File: config.mk
export PLATFORM = sky130hd
export DESIGN_NAME = ctrl_pipe
export DESIGN_NICKNAME = d
export VERILOG_FILES = /design/src/rtl/ctrl_pipe.sv
export SDC_FILE = /design/constraint.sdc
export NUM_CORES = 1
export LEC_CHECK = 0
export ABC_CLOCK_PERIOD_IN_PS = 2400
export CORE_ASPECT_RATIO = 1.2
export CORE_MARGIN = 2
export CORE_UTILIZATION = 33
export CTS_CLUSTER_DIAMETER = 30
export DETAILED_ROUTE_END_ITERATION = 7
export PLACE_DENSITY_LB_ADDON = 0.25
export RECOVER_POWER = 50
export SETUP_SLACK_MARGIN = 0.05
export SYNTH_ARGS = -nofsm -noshare
export SYNTH_HDL_FRONTEND = slang
export SYNTH_SLANG_ARGS = --single-unit
File: constraint.sdc
create_clock -name clk_i -period 2.4 [get_ports clk_i]
set_input_delay 0.6 -clock clk_i [delete_from_list [all_inputs] [get_ports clk_i]]
set_output_delay 0.6 -clock clk_i [all_outputs]
set_load 0.03 [all_outputs]
File: src/rtl/ctrl_pipe.sv
// Pipelined main control for the five-stage MIPS core: ID decode plus ID/EX, EX/MEM
// and MEM/WB control registers, with bubble insertion and a multi-cycle MULT hold in EX.
module ctrl_pipe #(
  parameter int MUL_LAT = 4,
  parameter bit EN_MUL  = 1'b1
) (
  input  logic       clk_i,
  input  logic       rst_i,
  input  logic [5:0] op_i,
  input  logic [5:0] funct_i,
  input  logic       valid_i,
  input  logic       hazard_stall_i,
  input  logic       flush_i,
  output logic       jump_o,
  output logic       branch_o,
  output logic [3:0] ex_ctrl_o,
  output logic       ex_mul_o,
  output logic [1:0] mem_ctrl_o,
  output logic [1:0] wb_ctrl_o,
  output logic       busy_o,
  output logic       illegal_o
);

  localparam logic [3:0] CNT_LAST = 4'(MUL_LAT - 1);

  logic [1:0] dec_wb, dec_mem;
  logic [3:0] dec_ex;
  logic       dec_mul, dec_ill;

  logic [1:0] id_ex_wb_q, id_ex_wb_d, id_ex_mem_q, id_ex_mem_d;
  logic [3:0] id_ex_ex_q, id_ex_ex_d;
  logic       id_ex_mul_q, id_ex_mul_d, id_ex_ill_q, id_ex_ill_d;
  logic [1:0] ex_mem_wb_q, ex_mem_wb_d, ex_mem_mem_q, ex_mem_mem_d;
  logic [1:0] mem_wb_wb_q, mem_wb_wb_d;
  logic [3:0] cnt_q, cnt_d;
  logic       id_go;

  // wb = {RegWrite, MemtoReg}, mem = {MemRead, MemWrite}, ex = {ALUSrc, ALUOp, RegDst}
  always_comb begin
    dec_wb  = 2'b00;
    dec_mem = 2'b00;
    dec_ex  = 4'b0000;
    dec_mul = 1'b0;
    dec_ill = 1'b0;
    case (op_i)
      6'b000000: begin
        dec_wb  = 2'b10;
        dec_ex  = 4'b0111;
        dec_mul = EN_MUL && (funct_i == 6'b011000);
      end
      6'b001101: begin dec_wb = 2'b10; dec_ex = 4'b1100; end
      6'b001000: begin dec_wb = 2'b10; dec_ex = 4'b1000; end
      6'b100011: begin dec_wb = 2'b11; dec_mem = 2'b10; dec_ex = 4'b1000; end
      6'b101011: begin dec_mem = 2'b01; dec_ex = 4'b1000; end
      6'b000100: dec_ex = 4'b0010;
      6'b000010: ;
      default:   dec_ill = 1'b1;
    endcase
  end

  assign busy_o   = id_ex_mul_q && (cnt_q < CNT_LAST);
  assign id_go    = valid_i & ~busy_o & ~flush_i;
  assign jump_o   = id_go & (op_i == 6'b000010);
  assign branch_o = id_go & (op_i == 6'b000100);

  always_comb begin
    id_ex_wb_d  = id_ex_wb_q;
    id_ex_mem_d = id_ex_mem_q;
    id_ex_ex_d  = id_ex_ex_q;
    id_ex_mul_d = id_ex_mul_q;
    id_ex_ill_d = id_ex_ill_q;
    // flush/stall are only honoured once the MULT releases EX
    if (!busy_o) begin
      if (flush_i || hazard_stall_i || !valid_i) begin
        id_ex_wb_d  = 2'b00;
        id_ex_mem_d = 2'b00;
        id_ex_ex_d  = 4'b0000;
        id_ex_mul_d = 1'b0;
        id_ex_ill_d = 1'b0;
      end else begin
        id_ex_wb_d  = dec_wb;
        id_ex_mem_d = dec_mem;
        id_ex_ex_d  = dec_ex;
        id_ex_mul_d = dec_mul;
        id_ex_ill_d = dec_ill;
      end
    end
    ex_mem_wb_d  = busy_o ? 2'b00 : id_ex_wb_q;
    ex_mem_mem_d = busy_o ? 2'b00 : id_ex_mem_q;
    mem_wb_wb_d  = ex_mem_wb_q;
    cnt_d        = busy_o ? cnt_q + 4'd1 : 4'd0;
  end

  always_ff @(posedge clk_i or posedge rst_i) begin
    if (rst_i) begin
      id_ex_wb_q   <= 2'b00;
      id_ex_mem_q  <= 2'b00;
      id_ex_ex_q   <= 4'b0000;
      id_ex_mul_q  <= 1'b0;
      id_ex_ill_q  <= 1'b0;
      ex_mem_wb_q  <= 2'b00;
      ex_mem_mem_q <= 2'b00;
      mem_wb_wb_q  <= 2'b00;
      cnt_q        <= 4'd0;
    end else begin
      id_ex_wb_q   <= id_ex_wb_d;
      id_ex_mem_q  <= id_ex_mem_d;
      id_ex_ex_q   <= id_ex_ex_d;
      id_ex_mul_q  <= id_ex_mul_d;
      id_ex_ill_q  <= id_ex_ill_d;
      ex_mem_wb_q  <= ex_mem_wb_d;
      ex_mem_mem_q <= ex_mem_mem_d;
      mem_wb_wb_q  <= mem_wb_wb_d;
      cnt_q        <= cnt_d;
    end
  end

  assign ex_ctrl_o  = id_ex_ex_q;
  assign ex_mul_o   = id_ex_mul_q;
  assign illegal_o  = id_ex_ill_q;
  assign mem_ctrl_o = ex_mem_mem_q;
  assign wb_ctrl_o  = mem_wb_wb_q;

endmodule

==> run_results.csv <==
group,metric,value,unit
synthesis,synth.cell_area,892,µm²
global_route,gr-total-overflow,0,
global_route,grt_usage,0.130,
layout,seq_area,500,µm²
layout,fin_cells,150,
timing,rsz0062_at_grt,"yes",
critical_path,cp.required,1800,ps
cts,clk_pin_slew,100,ps
cts,clock_latency,280,ps
layout,drive_gt1_frac,0.179,
timing,period_share,0.952,
critical_path,crit_fanout,2,
pwr,p_clk_frac,0.256,
synthesis,synth-seq-area-share,0.561,
cts,cts_tree,"done",
layout,mostFrequentLayoutCell,"clkdlybuf4s50_1",
critical_path,worst_setup_path_end_kind,"output pin",
detailed_routing,route.vias.total,728,
detailed_routing,drtIter0Drc,10,
critical_path,crit_arrival,1690,ps
worst_hold_path,hold_path.class,"reg -> reg",
synthesis,post-synth-top-area-fraction,0.561,
cts,clk_path_buf_depth,2,
layout,area_growth,48.2,%
cts,clock-sinks,20,
synthesis,synth_area_leaders,"dfrtp_1 (56%), nor4b_4 (5.3%), nand2_1 (3.8%)",
placement,portBuffers,29,
pwr,p_leak,0.000627,µW
pwr,pwr-share-seq,0.612,
synthesis,avgSynthCellArea,11.4,µm²
synthesis,synth_area_leader_cell,"dfrtp_1",
timing,finalClockSkew,2.62,ps
global_route,antenna_found_initial,0,
floorplanning,row_count,20,
pwr,switchingPower,120,µW
synthesis,synth-edff-count,0,
global_route,grt_pass1_wl,3040,µm
timing,fin_setup_tns,0,ps
synthesis,synth-async-reset-ratio,1.00,
detailed_routing,wl,1720,µm
job,maxCapViolCount,0,
pwr,power.internal,439,µW
layout,final_nets,137,
floorplanning,core,2550,µm²
synthesis,ys.flop_type,"dfrtp_1",
synthesis,ys_types,32,
detailed_routing,post_drt_wl_per_cell,11.4,µm
layout,utilization,0.518,
timing,tightest_slew,714,ps
timing,final_hold_viol_count,0,
synthesis,yosys_warnings,0,
critical_path,startpoint,"op_i[5]",
layout,fill_cells,249,
global_route,grt_pass1_vias,763,
pwr,swShare,0.214,
outcome,status,"finished clean",
pwr,combPwrFrac,0.133,
worst_hold_path,holdCritStartpoint,"ex_mem_wb_q[1]",
placement,place_inst,146,
floorplanning,ioPinCount,30,
layout,antennaDiodeCount,0,
floorplanning,dieArea,3140,µm²
placement,gp_congestion,0.854,
timing,slew_headroom,0.523,
floorplanning,dieWidth,51.5,µm
detailed_routing,ant_nets,0,
synthesis,synthCells,78,
placement,hpwlAfterDp,1340,µm
detailed_routing,drc_errors,0,
floorplanning,die_h,61.0,µm
timing,finalMaxSlewViolations,0,
critical_path,r2r-start,"cnt_q[0]",
critical_path,cp-start-kind,"primary input",
detailed_routing,routed_via_density,4.85,
global_route,grt_max_degree,21,
layout,final_cell_mix,"clkdlybuf4s50_1 (22), dfrtp_1 (20), buf_4 (10)",
cts,htreeDepth,1,
timing,setup_violations,0,
layout,multi_input_area,399,µm²
pwr,vdd_drop_max,0.000198,V
pwr,power_density,423,nW/µm²
detailed_routing,drtPass1Iterations,4,
critical_path,path_class,"in -> out",
timing,timing.final.crit_period,2290,ps
timing,max_freq,437,MHz
cts,numCtsBuffers,3,
cts,root_buffer,"clkbuf_4",
synthesis,yosys_register_bits,20,
floorplanning,start_util,0.350,
area by class of cell:
type	count	share of cell area
multi-input combinational	55	0.302
tap	33	0.0312
timing repair buffer	38	0.269
clock buffer	3	0.0170
sequential	20	0.378
inverter	1	0.00284
per-stage QoR:
step | setup slack, ps | total power (µW) | area (µm²) | hold WS (ps)
after floorplan | 326 | 375 | 896 | 331
after global placement | -69.9 | 421 | 1270 | 333
after detailed placement | -95.1 | 422 | 1270 | 337
after CTS | 61.6 | 568 | 1310 | 360
after global routing | 19.1 | 589 | 1320 | 363
final | 114 | 559 | 1320 | 354
state kept, by name, summed over array words and instances, names as in the netlist:
name,count
cnt_q,4
ex_ctrl_o,4
ex_mem_wb_q,2
ex_mul_o,1
id_ex_mem_q,2
id_ex_wb_q,2
illegal_o,1
mem_ctrl_o,2
wb_ctrl_o,2
cell usage after synthesis, types with 2 or more instances:
library cell  count
and3_1            2
dfrtp_1          20
nor4_1            2
and3b_1           2
o21ai_0           4
buf_2             2
nand2_1           9
nor2_1            4
a22o_1            2
a21o_1            2
nor2b_1           4
nand2b_1          2
nor4b_4           2
nor4bb_1          3
power groups by stage:
stage	Clock, µW	Sequential (µW)	Combinational, µW
after global routing	165	342	82.0
after global placement	0	348	72.0
after detailed placement	0	349	73.6
after CTS	151	342	74.2
final	143	342	74.1
after floorplan	0	351	24.7
kinds of logic after synthesis:
kind of cell             after synthesis  synth area share
AO/OA/AOI/OAI                         13            0.0982
adder cells (fa/ha/maj)                1            0.0140
buffers and inverters                  4            0.0196
flip-flops                            20             0.561
other                                  1           0.00420
AND/OR/NAND/NOR                       39             0.303
repair_timing:
item,in CTS,in global routing
hold buffers,0,0
pin swaps,3,3
resized for setup,6,4
setup endpoints to repair,2,3
setup buffers,1,0
critical path, cell delays in order:
cell	delay [ps]
dlygate4sd2_1	240
or3_4	380
nor3_4	140
and3_4	200
buf_6	120
path summary, 6_finish.rpt:
path | to | slack [ps] | depth (start not counted)
worst max-delay path | branch_o | 110 | 5
worst min-delay path | wb_ctrl_o[1] | 350 | 0
worst max register to register | ex_mul_o | 660 | 6
worst min register to register | wb_ctrl_o[1] | 350 | 0
max in group asynchronous | cnt_q[3] | 1090 | 2
min in group asynchronous | wb_ctrl_o[0] | 860 | 2
per-layer routing:
layer | vias to the layer above | part of all wire | track usage
li1 | 356 | - | -
met1 | 349 | 0.41 | 0.144
met2 | 19 | 0.53 | 0.236
met3 | 4 | 0.037 | 0.0148
met4 | 0 | 0.019 | 0.0865
met5 | - | 0 | 0
Power figures use the tool's default switching activity.
